[config.mk]
export PLATFORM = sky130hd
export DESIGN_NAME = stopwatch_display
export DESIGN_NICKNAME = d
export VERILOG_FILES = /design/src/rtl/stopwatch_display.sv
export SDC_FILE = /design/constraint.sdc
export NUM_CORES = 1
export LEC_CHECK = 0
export BUFFER_PORTS_ARGS = -buffer_cell sky130_fd_sc_hd__buf_2
export CAP_MARGIN = 40
export CORE_UTILIZATION = 40
export DETAILED_ROUTE_END_ITERATION = 6
export GPL_TIMING_DRIVEN = 0
export PLACE_DENSITY_LB_ADDON = 0.1
export SLEW_MARGIN = 20
export SYNTH_ARGS = -nofsm -noshare
export SYNTH_HDL_FRONTEND = slang
export SYNTH_SLANG_ARGS = --single-unit
[constraint.sdc]
create_clock -name clk -period 7.9 [get_ports clk]
set_clock_uncertainty 0.05 [all_clocks]
set_input_delay 1.58 -clock clk [delete_from_list [all_inputs] [get_ports clk]]
set_output_delay 1.58 -clock clk [all_outputs]
set_load 0.02 [all_outputs]
[src/rtl/stopwatch_display.sv]
// stopwatch_display: MM:SS stopwatch / countdown timer with a 4-digit
// multiplexed 7-segment driver. It has run/pause control, up/down counting,
// BCD preset load, lap freeze and countdown expiry.
module stopwatch_display #(
  parameter int CLK_HZ         = 100_000_000,
  parameter int TICK_HZ        = 1,
  parameter int SCAN_HZ        = 1000,
  parameter bit SEG_ACTIVE_LOW = 1'b1,
  parameter bit AN_ACTIVE_LOW  = 1'b1,
  parameter bit BLANK_LZ       = 1'b1
) (
  input  logic        clk,
  input  logic        rst,
  input  logic        start_stop,
  input  logic        clear,
  input  logic        load,
  input  logic        lap,
  input  logic        mode,
  input  logic [15:0] preset,
  output logic [15:0] count_bcd,
  output logic        running,
  output logic        expired,
  output logic        lap_active,
  output logic [7:0]  seg,
  output logic [3:0]  anode
);

  localparam int TICK_DIV = CLK_HZ / TICK_HZ;
  localparam int SCAN_DIV = CLK_HZ / SCAN_HZ;
  localparam int PW       = $clog2(TICK_DIV);
  localparam int SW       = $clog2(SCAN_DIV);
  localparam logic [PW-1:0] PRESC_MAX = PW'(TICK_DIV - 1);
  localparam logic [SW-1:0] SCAN_MAX  = SW'(SCAN_DIV - 1);

  typedef enum logic [1:0] {S_IDLE, S_RUN, S_PAUSE, S_EXP} state_t;

  state_t        r_state, w_state_nx;
  logic [15:0]   r_cnt, w_cnt_nx;
  logic [15:0]   r_lapv, w_lapv_nx;
  logic          r_lap, w_lap_nx;
  logic [PW-1:0] r_presc, w_presc_nx;
  logic [SW-1:0] r_scan_cnt;
  logic [1:0]    r_digit;
  logic [7:0]    r_seg;
  logic [3:0]    r_an;
  logic          w_tick, w_expire, w_preset_ok;
  logic [15:0]   w_disp;
  logic [3:0]    w_nib;
  logic [6:0]    w_dec;
  logic [7:0]    w_seg_raw;
  logic [3:0]    w_an_raw;

  // BCD +1 with carry through 9/5/9/5; 59:59 rolls over to 00:00.
  function automatic logic [15:0] bcd_inc(input logic [15:0] v);
    logic [15:0] r;
    r = v;
    if (v[3:0] != 4'd9) r[3:0] = v[3:0] + 4'd1;
    else begin
      r[3:0] = 4'd0;
      if (v[7:4] != 4'd5) r[7:4] = v[7:4] + 4'd1;
      else begin
        r[7:4] = 4'd0;
        if (v[11:8] != 4'd9) r[11:8] = v[11:8] + 4'd1;
        else begin
          r[11:8]  = 4'd0;
          r[15:12] = (v[15:12] == 4'd5) ? 4'd0 : v[15:12] + 4'd1;
        end
      end
    end
    return r;
  endfunction

  // BCD -1 with borrow; the caller never passes 00:00.
  function automatic logic [15:0] bcd_dec(input logic [15:0] v);
    logic [15:0] r;
    r = v;
    if (v[3:0] != 4'd0) r[3:0] = v[3:0] - 4'd1;
    else begin
      r[3:0] = 4'd9;
      if (v[7:4] != 4'd0) r[7:4] = v[7:4] - 4'd1;
      else begin
        r[7:4] = 4'd5;
        if (v[11:8] != 4'd0) r[11:8] = v[11:8] - 4'd1;
        else begin
          r[11:8]  = 4'd9;
          r[15:12] = v[15:12] - 4'd1;
        end
      end
    end
    return r;
  endfunction

  assign w_preset_ok = (preset[3:0] <= 4'd9) && (preset[7:4] <= 4'd5) &&
                       (preset[11:8] <= 4'd9) && (preset[15:12] <= 4'd5);
  assign w_tick      = (r_state == S_RUN) && (r_presc == PRESC_MAX);

  // State register.
  always_ff @(posedge clk or posedge rst) begin
    if (rst) r_state <= S_IDLE;
    else     r_state <= w_state_nx;
  end

  // Next state and datapath: the tick is applied first, then the
  // highest-priority control pulse (clear > load > start_stop > lap).
  always_comb begin
    w_state_nx = r_state;
    w_cnt_nx   = r_cnt;
    w_presc_nx = r_presc;
    w_lap_nx   = r_lap;
    w_lapv_nx  = r_lapv;
    w_expire   = 1'b0;
    if (r_state == S_RUN) w_presc_nx = w_tick ? '0 : r_presc + 1'b1;
    if (w_tick) begin
      if (!mode) w_cnt_nx = bcd_inc(r_cnt);
      else if (r_cnt != 16'h0000) begin
        w_cnt_nx = bcd_dec(r_cnt);
        if (r_cnt == 16'h0001) begin
          w_state_nx = S_EXP;
          w_expire   = 1'b1;
        end
      end
    end
    if (clear) begin
      w_state_nx = S_IDLE;
      w_cnt_nx   = 16'h0000;
      w_lap_nx   = 1'b0;
      w_presc_nx = '0;
    end else if (load && (r_state == S_IDLE || r_state == S_PAUSE)) begin
      if (w_preset_ok) w_cnt_nx = preset;
    end else if (start_stop) begin
      case (r_state)
        S_IDLE:  if (!(mode && r_cnt == 16'h0000)) begin
                   w_state_nx = S_RUN;
                   w_presc_nx = '0;
                 end
        // An expiring tick wins over a coincident pause request.
        S_RUN:   if (!w_expire) w_state_nx = S_PAUSE;
        S_PAUSE: w_state_nx = S_RUN;
        default: w_state_nx = S_IDLE;
      endcase
    end else if (lap && r_state == S_RUN) begin
      w_lap_nx = ~r_lap;
      if (!r_lap) w_lapv_nx = r_cnt;
    end
  end

  // Count, prescaler and lap registers.
  always_ff @(posedge clk or posedge rst) begin
    if (rst) begin
      r_cnt   <= 16'h0000;
      r_presc <= '0;
      r_lap   <= 1'b0;
      r_lapv  <= 16'h0000;
    end else begin
      r_cnt   <= w_cnt_nx;
      r_presc <= w_presc_nx;
      r_lap   <= w_lap_nx;
      r_lapv  <= w_lapv_nx;
    end
  end

  // Scan timer: digit walks 3,2,1,0 and wraps, one step per SCAN_DIV cycles.
  always_ff @(posedge clk or posedge rst) begin
    if (rst) begin
      r_scan_cnt <= '0;
      r_digit    <= 2'd3;
    end else if (r_scan_cnt == SCAN_MAX) begin
      r_scan_cnt <= '0;
      r_digit    <= r_digit - 2'd1;
    end else begin
      r_scan_cnt <= r_scan_cnt + 1'b1;
    end
  end

  assign w_disp = r_lap ? r_lapv : r_cnt;

  // Select the nibble for the scanned digit and decode it (active-high A..G).
  always_comb begin
    w_nib = 4'd0;
    case (r_digit)
      2'd0: w_nib = w_disp[3:0];
      2'd1: w_nib = w_disp[7:4];
      2'd2: w_nib = w_disp[11:8];
      2'd3: w_nib = w_disp[15:12];
    endcase
    w_dec = 7'h00;
    case (w_nib)
      4'd0: w_dec = 7'h3F;
      4'd1: w_dec = 7'h06;
      4'd2: w_dec = 7'h5B;
      4'd3: w_dec = 7'h4F;
      4'd4: w_dec = 7'h66;
      4'd5: w_dec = 7'h6D;
      4'd6: w_dec = 7'h7D;
      4'd7: w_dec = 7'h07;
      4'd8: w_dec = 7'h7F;
      4'd9: w_dec = 7'h6F;
      default: w_dec = 7'h00;
    endcase
    // The DP after the minutes-units digit is the MM.SS separator.
    w_seg_raw = {(r_digit == 2'd2), w_dec};
    if (BLANK_LZ && r_digit == 2'd3 && w_nib == 4'd0) w_seg_raw = 8'h00;
    w_an_raw = 4'b0001 << r_digit;
  end

  // Output registers with the board polarity applied.
  always_ff @(posedge clk or posedge rst) begin
    if (rst) begin
      r_seg <= SEG_ACTIVE_LOW ? 8'hFF : 8'h00;
      r_an  <= AN_ACTIVE_LOW ? 4'hF : 4'h0;
    end else begin
      r_seg <= SEG_ACTIVE_LOW ? ~w_seg_raw : w_seg_raw;
      r_an  <= AN_ACTIVE_LOW ? ~w_an_raw : w_an_raw;
    end
  end

  assign count_bcd  = r_cnt;
  assign running    = (r_state == S_RUN);
  assign expired    = (r_state == S_EXP);
  assign lap_active = r_lap;
  assign seg        = r_seg;
  assign anode      = r_an;

endmodule

==> results.yml, run 1 <==
clock_network:
  hold_buffers: 0
  htreeDepth: 3
  clock_path_buffers: 2
  post-cts-setup-buffers: 0
  cts-root-buf: "clkbuf_16"
  clock_latency_ns: 0.35
  cts_tree: "built"
  cts.reportedPaths.clkPinSlew_ns: 0.06
  cts_buffers: 9
  cts_resized: 0
  cts.sinks: 93
logic_synthesis:
  ys_seq_area_frac: 0.412
  netlist_area_mm2: 0.00569
  syn_area_per_cell_um2: 9.53
  ys_warn_count: 0
  synth_cell_types: 72
  syn_nets: 646
  syn_inst: 597
  async_flop_share: 1.00
  synth_edf_count: 0
  synth_flop_cell: "dfrtp_1"
  ys_ff_latch: 93
worst_setup_path:
  critical_path.startpoint: "mode"
  reg2reg_depth: 10
  r2r_start: "lap_active$_DFFE_PP0P_"
  worstReg2RegEnd: "seg[2]$_DFF_PP1_"
  crit_fanout: 10
  crit_type: "primary input to flop"
  worstSetupEndpointType: "flop"
  required_ns: 8.13
  arrival_ns: 3.53
  startpoint_type: "primary input"
  r2r_slack_ns: 4.70
routing:
  firstDrtPassIters: 5
  vias: 4842
  wire_per_inst_um: 17.4
  ant_nets: 0
  drt-total-wl_um: 14700
  viasPerCell: 5.71
  drt_iter0_drc: 315
  drc: 0
cells_and_area:
  final_cells: 848
  drive_gt1_frac: 0.190
  fin_util: 0.468
  final_common_cell: "dfrtp_1"
  final_cell_mix: "dfrtp_1 (79), nor2_1 (61), buf_2 (60)"
  fin_area_mm2: 0.00649
  syn2layout_area_growth_pct: 14.1
  nNetsFinal: 712
  diodes: 0
min_path:
  worst_hold_path.num_cells: 1
  min_to: "r_scan_cnt[0]$_DFF_PP0_"
  min_from: "r_scan_cnt[0]$_DFF_PP0_"
  hold_class: "flop to flop"
grt:
  grt_antenna_before_repair: 0
  grt_pass1_wl_um: 24400
  grt-ovfl-total: 0
  grt_pass1_vias: 4747
  grt_usage: 0.214
  grt_max_degree: 50
pwr:
  seqPwrFrac: 0.494
  p_clk_frac: 0.419
  leakage_nw: 2.82
  power.density_mw_per_mm2: 152
  switchingPower_mw: 0.253
  comb_power_share: 0.086
  switching_share: 0.256
  total_power_mw: 0.988
  ir_drop_v: 0.0000948
  intPower_mw: 0.735
place:
  placed_cell_area_mm2: 0.00621
  hpwl_um: 10800
  place.gp.congestion: 0.901
  io_buffers: 52
  dp.cells: 831
  preCtsSetupSlack_ns: 4.24
timing:
  clock.fmax_mhz: 303
  setup_slack_ns: 4.60
  worst_slew_pin_slew_ns: 0.850
  finalCritPeriodShare: 0.418
  whs_ns: 0.445
  finalCriticalPeriod_ns: 3.30
  hold_viol_final: 0
  rsz0062_at_grt: "false"
  setup_viol: 0
  finalSetupTns_ns: 0
  slew_violations: 0
  maxSlewHeadroom: 0.432
floorplan:
  core_mm2: 0.0139
  die_w_um: 121
  io_pins: 54
  dieArea_mm2: 0.0147
  start_util: 0.410
  rows: 43
  die_y_um: 121
job:
  cap_violations: 0
run_status:
  status: "finished clean"
## flip-flops by register name, indices dropped and copies added (netlist names)
register,cells
r_presc,27
r_lapv,16
r_digit,2
seg,8
count_bcd,16
lap_active,1
r_scan_cnt,17
r_state,2
anode,4
## power by group through the flow
stage	Combinational (mW)	Clock, mW	Sequential, mW
final	0.0852	0.414	0.488
after global routing	0.0940	0.445	0.489
after CTS	0.0853	0.426	0.488
after detailed placement	0.0850	0	0.497
after global placement	0.0823	0	0.497
after floorplan	0.0514	0	0.499
## layout make-up
cell class	instances	area, um2
Inverter	33	129
Sequential cell	93	2340
Clock buffer	11	243
Fill cell	1333	7390
Buffer	30	133
Timing Repair Buffer	55	298
Tap cell	180	225
Multi-Input combinational cell	441	3090
Clock inverter	5	33.8
## layer usage
| layer | up-vias | GRT usage | part of all wire |
|---|---|---|---|
| li1 | 2296 | - | - |
| met1 | 2370 | 0.286 | 0.45 |
| met2 | 141 | 0.344 | 0.48 |
| met3 | 35 | 0.0320 | 0.046 |
| met4 | 0 | 0.0903 | 0.027 |
| met5 | - | 0 | 0 |
## kinds of logic (layout without fill, tap and decap cells)
| kind of cell | count (synthesis) | in the layout | synth area share |
|---|---|---|---|
| buffers and inverters | 63 | 134 | 0.0451 |
| muxes | 38 | 38 | 0.0713 |
| xor gates and xnor gates | 40 | 40 | 0.0616 |
| DFF | 93 | 93 | 0.412 |
| adders and majority gates | 26 | 26 | 0.0572 |
| and+or+nand+nor | 229 | 229 | 0.222 |
| AOI/OAI and AO/OA | 108 | 108 | 0.130 |
## how the worst max path moves through the flow
stage	depth (start not counted)	end
after CTS	8	r_presc[8]$_DFF_PP0_
after detailed placement	8	r_presc[8]$_DFF_PP0_
after floorplan	1	count_bcd[0]$_DFF_PP0_
after global placement	2	r_presc[4]$_DFF_PP0_
final	8	r_presc[8]$_DFF_PP0_
after global routing	10	seg[2]$_DFF_PP1_
## critical path, cell delays in order
cell and delay, ns:
clkbuf_1 0.35, and4bb_2 0.42, nand4_1 0.19, a41o_1 0.36, nand2b_1 0.15, buf_2 0.16, buf_2 0.19, nor2_1 0.12
## Yosys cell counts (10+ instances only)
cell type  number  area, um2
xnor2_1        19        166
inv_1          33        124
nor3_1         15       75.1
mux2_2         20        225
dfstp_2        14        368
mux2i_1        18        180
nand4_1        15       93.8
o21ai_0        27        135
a21oi_1        19       95.1
nand3_1        26        130
dfrtp_1        79       1980
nand2_1        33        124
nor2_1         61        229
xor2_1         21        184
or3_1          10       62.6
clkbuf_1       21       78.8
ha_1           26        325
(Power assumes the default switching activity.)
==> run 2, diff against run 1 <==
- clock period: 7.9 -> 2.85 ns (I/O delays scaled with it)
==> run 2 against run 1 <==
  * First-iteration DRC count rose by 0.32%
  * Register-to-register slack got worse by 4.6 ns
  * Clock power rose to 3.1 times the previous value
  * Total power rose to 2.9 times the previous value
  * Die area unchanged
  * Global-route usage rose by 0.28 points
  * Sequential cell count is the same
  * Cell count is 0.47% higher
  * Clock-buffer cell count is 1 higher
  * Sequential share of layout area decreased by 0.82 points
  * Highest routed layer unchanged
  * Critical endpoint is now count_bcd[7]$_DFF_PP0_
==> results.yml, run 2 (same netlist as run 1, synthesis figures left out) <==
timing:
  setup_viol: 0
  finalCritPeriodShare: 0.950
  setup_slack_ns: 0.142
  clock.fmax_mhz: 369
  slew_violations: 0
  worst_slew_pin_slew_ns: 0.785
  finalSetupTns_ns: 0
  rsz0062_at_grt: "true"
  hold_viol_final: 0
  maxSlewHeadroom: 0.472
  finalCriticalPeriod_ns: 2.71
routing:
  drt_iter0_drc: 316
  met3_length_um: 590
  ant_nets: 0
  drc: 0
  firstDrtPassIters: 5
  viasPerCell: 5.69
  drt-total-wl_um: 15000
  wl_met2_um: 7170
  highest_layer: "met4"
  wire_per_inst_um: 17.6
  vias: 4851
  met1_length_um: 6810
clock_network:
  clock_path_buffers: 2
  clock_latency_ns: 0.35
  hold_buffers: 0
  cts-root-buf: "clkbuf_16"
  cts.sinks: 93
  cts.reportedPaths.clkPinSlew_ns: 0.07
  cts_tree: "built"
  htreeDepth: 3
  cts_buffers: 9
grt:
  grt_usage: 0.217
  grt-ovfl-total: 0
  grt_antenna_before_repair: 0
  grt_pass1_wl_um: 24700
  grt_pass1_vias: 4853
  grt_max_degree: 27
job:
  cap_violations: 0
floorplan:
  rows: 43
  start_util: 0.410
  core_mm2: 0.0139
  die_w_um: 121
  io_pins: 54
  die_y_um: 121
  dieArea_mm2: 0.0147
place:
  place.gp.congestion: 0.916
  io_buffers: 52
  placed_cell_area_mm2: 0.00628
  preCtsSetupSlack_ns: -0.154
  hpwl_um: 10900
cells_and_area:
  syn2layout_area_growth_pct: 16.9
  final_cell_mix: "dfrtp_1 (78), buf_2 (61), nor2_1 (61)"
  nNetsFinal: 716
  largest-register: "r_presc"
  reg.largest.list: "r_presc x27, r_scan_cnt x17"
  multi_input_area_mm2: 0.00313
  final_common_cell: "dfrtp_1"
  drive_gt1_frac: 0.205
  largest_register_ffs: 27
  seqCellArea_mm2: 0.00235
  fin_area_mm2: 0.00665
  num-fill-cells: 1329
  diodes: 0
worst_setup_path:
  crit_type: "flop to flop"
  worstSetupEndpointType: "flop"
  arrival_ns: 2.93
  crit_fanout: 9
  startpoint_type: "flop"
  required_ns: 3.08
pwr:
  power.density_mw_per_mm2: 435
  leakage_nw: 2.88
  total_power_mw: 2.89
  ir_drop_v: 0.000240
run_status:
  status: "finished clean"
min_path:
  hold_class: "primary input to asynchronous set/reset pin"
==> run 2: changes by cell type in the layout (fill, tap and decap cells not counted), sizes merged <==
| cell | delta |
|---|---|
| clkbuf | -1 |
| bufinv | +1 |
| buf | +6 |
| inv | -1 |
| clkinv | -1 |
==> run 2: final cells by class <==
| cell class | count | share of cell area |
|---|---|---|
| Clock buffer | 12 | 0.0386 |
| Sequential cell | 93 | 0.353 |
| Timing Repair Buffer | 60 | 0.0550 |
| Tap cell | 180 | 0.0339 |
| Inverter | 33 | 0.0192 |
| Multi-Input combinational cell | 441 | 0.471 |
| Clock inverter | 4 | 0.00809 |
| Buffer | 29 | 0.0215 |
==> run 2: through the flow <==
stage / instances / utilization / hold WS, ns
floorplan: 597 / - / 0.405
global route: 852 / 0.479 / 0.276
global placement: 829 / 0.446 / 0.431
detailed placement: 835 / 0.452 / 0.432
finish: 852 / 0.479 / 0.233
CTS: 853 / 0.477 / 0.250
==> run 2: worst max-delay path, cell delays in order (launching register included) <==
cell	delay, ns
dfrtp_2	0.49
inv_1	0.15
ha_2	0.23
or3b_2	0.52
or4_1	0.44
a2111oi_1	0.36
o21ai_0	0.17
a21oi_1	0.22
==> run 2: what timing repair did <==
item	in CTS	in global routing
cloned	0	0
setup endpoints to repair	8	34
hold endpoints to repair	0	0
resized for setup	3	8
buffers inserted	2	0
pin swaps	0	1
==> run 2: final timing paths <==
path / startpoint / end / slack [ns] / depth (start not counted)
setup / recovery: count_bcd[0]$_DFF_PP0_ / count_bcd[7]$_DFF_PP0_ / 0.14 / 7
hold / removal: rst / count_bcd[12]$_DFF_PP0_ / 0.23 / 2
setup reg to reg: count_bcd[0]$_DFF_PP0_ / count_bcd[7]$_DFF_PP0_ / 0.14 / 7
hold reg to reg: r_scan_cnt[0]$_DFF_PP0_ / r_scan_cnt[0]$_DFF_PP0_ / 0.44 / 1
max in group asynchronous: rst / seg[3]$_DFF_PP1_ / 1.53 / 5
min in group clk: r_scan_cnt[0]$_DFF_PP0_ / r_scan_cnt[0]$_DFF_PP0_ / 0.44 / 1
==> run 2: metal layers <==
metal / vias up / GRT usage
li1: 2305 / -
met1: 2387 / 0.285
met2: 132 / 0.350
met3: 27 / 0.0296
met4: 0 / 0.106
met5: - / 0
==> run 2: report_power, final <==
part / switching [mW] / total [mW] / internal [mW] / leakage [nW]
Combinational: 0.157 / 0.250 / 0.0926 / 1.50
Sequential: 0.0163 / 1.35 / 1.34 / 1.23
Clock: 0.554 / 1.29 / 0.734 / 0.151
==> run 3, diff against run 2 <==
- PLACE_DENSITY_LB_ADDON: 0.1 -> 0.2
==> run 3 against run 2 <==
  * Global-route usage up 0.093 points
  * Cell count up 0.47%
  * Clock-buffer cell count down 1
  * Die area unchanged
  * First-iteration DRC count up 18%
  * Combinational power up 2%
  * Sequential share of layout area down 0.25 points
  * Highest routed layer unchanged
==> results.yml, run 3 (same netlist as run 1, synthesis figures left out) <==
place:
  place.gp.congestion: 0.962
  io_buffers: 52
  hpwl_um: 11100
  preCtsSetupSlack_ns: -0.188
  placed_cell_area_mm2: 0.00626
  dp.cells: 833
clock_network:
  clock_latency_ns: 0.35
  cts-root-buf: "clkbuf_16"
  clock_path_buffers: 2
  cts_tree: "built"
  cts_buffers: 9
  cts.reportedPaths.clkPinSlew_ns: 0.07
  htreeDepth: 3
  cts.sinks: 93
pwr:
  seqPwrFrac: 0.466
  intPower_mw: 2.21
  switching_share: 0.241
  comb_power_share: 0.088
  power.density_mw_per_mm2: 434
  p_clk_frac: 0.446
  switchingPower_mw: 0.702
  leakage_nw: 2.91
  ir_drop_v: 0.000301
  total_power_mw: 2.91
cells_and_area:
  final_common_cell: "dfrtp_1"
  multi_input_area_mm2: 0.00315
  syn2layout_area_growth_pct: 17.8
  diodes: 0
  fin_area_mm2: 0.00670
  largest-register: "r_presc"
  final_cell_mix: "dfrtp_1 (77), nor2_1 (61), buf_2 (59)"
  fin_util: 0.482
  drive_gt1_frac: 0.212
  largest_register_ffs: 27
  final_cells: 856
  reg.largest.list: "r_presc x27, r_scan_cnt x17"
  nNetsFinal: 720
  seqCellArea_mm2: 0.00235
  num-fill-cells: 1341
grt:
  grt_max_degree: 29
  grt_pass1_vias: 4898
  grt-ovfl-total: 0
  grt_pass1_wl_um: 24800
  grt_usage: 0.218
  grt_antenna_before_repair: 0
routing:
  ant_nets: 0
  drt_iter0_drc: 374
  drt-total-wl_um: 15200
  drc: 0
  firstDrtPassIters: 5
  wire_per_inst_um: 17.8
  viasPerCell: 5.75
  vias: 4925
worst_setup_path:
  startpoint_type: "flop"
  required_ns: 3.08
  endpoint: "count_bcd[7]$_DFF_PP0_"
  r2r_start: "count_bcd[0]$_DFF_PP0_"
  crit_fanout: 9
  reg2reg_depth: 7
  worstReg2RegEnd: "count_bcd[7]$_DFF_PP0_"
  r2r_slack_ns: 0.14
  worstSetupEndpointType: "flop"
  arrival_ns: 2.94
  critical_path.startpoint: "count_bcd[0]$_DFF_PP0_"
  crit_type: "flop to flop"
floorplan:
  dieArea_mm2: 0.0147
  rows: 43
  start_util: 0.410
  io_pins: 54
  core_mm2: 0.0139
  die_w_um: 121
  die_y_um: 121
run_status:
  status: "finished clean"
timing:
  worst_slew_pin_slew_ns: 0.838
  clock.fmax_mhz: 369
  whs_ns: 0.182
  slew_violations: 0
  finalSetupTns_ns: 0
  setup_slack_ns: 0.138
  maxSlewHeadroom: 0.434
  finalCritPeriodShare: 0.952
  finalCriticalPeriod_ns: 2.71
  setup_viol: 0
  hold_viol_final: 0
job:
  cap_violations: 0
min_path:
  hold_class: "primary input to asynchronous set/reset pin"
## run 3: cell types whose count changed in the layout (fill, tap and decap cells not counted), moves of 2 or more
cell | previous run | this run
buf_2 | 61 | 59
buf_4 | 2 | 8
clkbuf_8 | 2 | 0
nor3b_4 | 1 | 3
## run 3: worst min path at each step
stage | endpoint | depth (start not counted) | startpoint | slack [ns]
final | r_presc[12]$_DFF_PP0_ | 2 | rst | 0.18
after global routing | r_presc[12]$_DFF_PP0_ | 2 | rst | 0.21
after CTS | r_scan_cnt[7]$_DFF_PP0_ | 2 | rst | 0.19
after detailed placement | r_scan_cnt[0]$_DFF_PP0_ | 1 | r_scan_cnt[0]$_DFF_PP0_ | 0.43
after global placement | r_scan_cnt[0]$_DFF_PP0_ | 1 | r_scan_cnt[0]$_DFF_PP0_ | 0.43
after floorplan | r_scan_cnt[0]$_DFF_PP0_ | 1 | r_scan_cnt[0]$_DFF_PP0_ | 0.40
## run 3: worst max-delay path, cell delays in order (launching register included)
cell and delay (ns):
dfrtp_2 0.47, inv_1 0.15, ha_1 0.24, or3b_2 0.54
or4_1 0.46, a2111oi_2 0.35, o21ai_0 0.17, a21oi_1 0.20
## run 3: what timing repair did
item / CTS / global route
hold buffers: 0 / 0
hold endpoints to repair: 0 / 0
setup buffers: 1 / 7
endpoints found under the setup margin: 30 / 26
resized for setup: 6 / 8
pin swaps: 0 / 1
## run 3: metal layers
metal,vias to the layer above,share of wire,global-route usage,routed length [um]
met5,-,0,0,0
met3,37,0.054,0.0414,823
met4,0,0.026,0.100,396
met1,2396,0.42,0.265,6400
met2,170,0.50,0.371,7590
li1,2322,-,-,-
## run 3: layout make-up
| type | count | area share |
|---|---|---|
| Multi-Input combinational cell | 441 | 0.470 |
| Sequential cell | 93 | 0.351 |
| Clock inverter | 5 | 0.0123 |
| Tap cell | 180 | 0.0336 |
| Clock buffer | 11 | 0.0348 |
| Timing Repair Buffer | 64 | 0.0587 |
| Buffer | 29 | 0.0207 |
| Inverter | 33 | 0.0191 |
## run 3: power by group through the flow
stage / combinational (mW) / sequential, mW / clock, mW
after CTS: 0.247 / 1.35 / 1.33
after global routing: 0.280 / 1.36 / 1.38
after global placement: 0.229 / 1.38 / 0
after floorplan: 0.143 / 1.38 / 0
final: 0.255 / 1.35 / 1.30
after detailed placement: 0.244 / 1.38 / 0
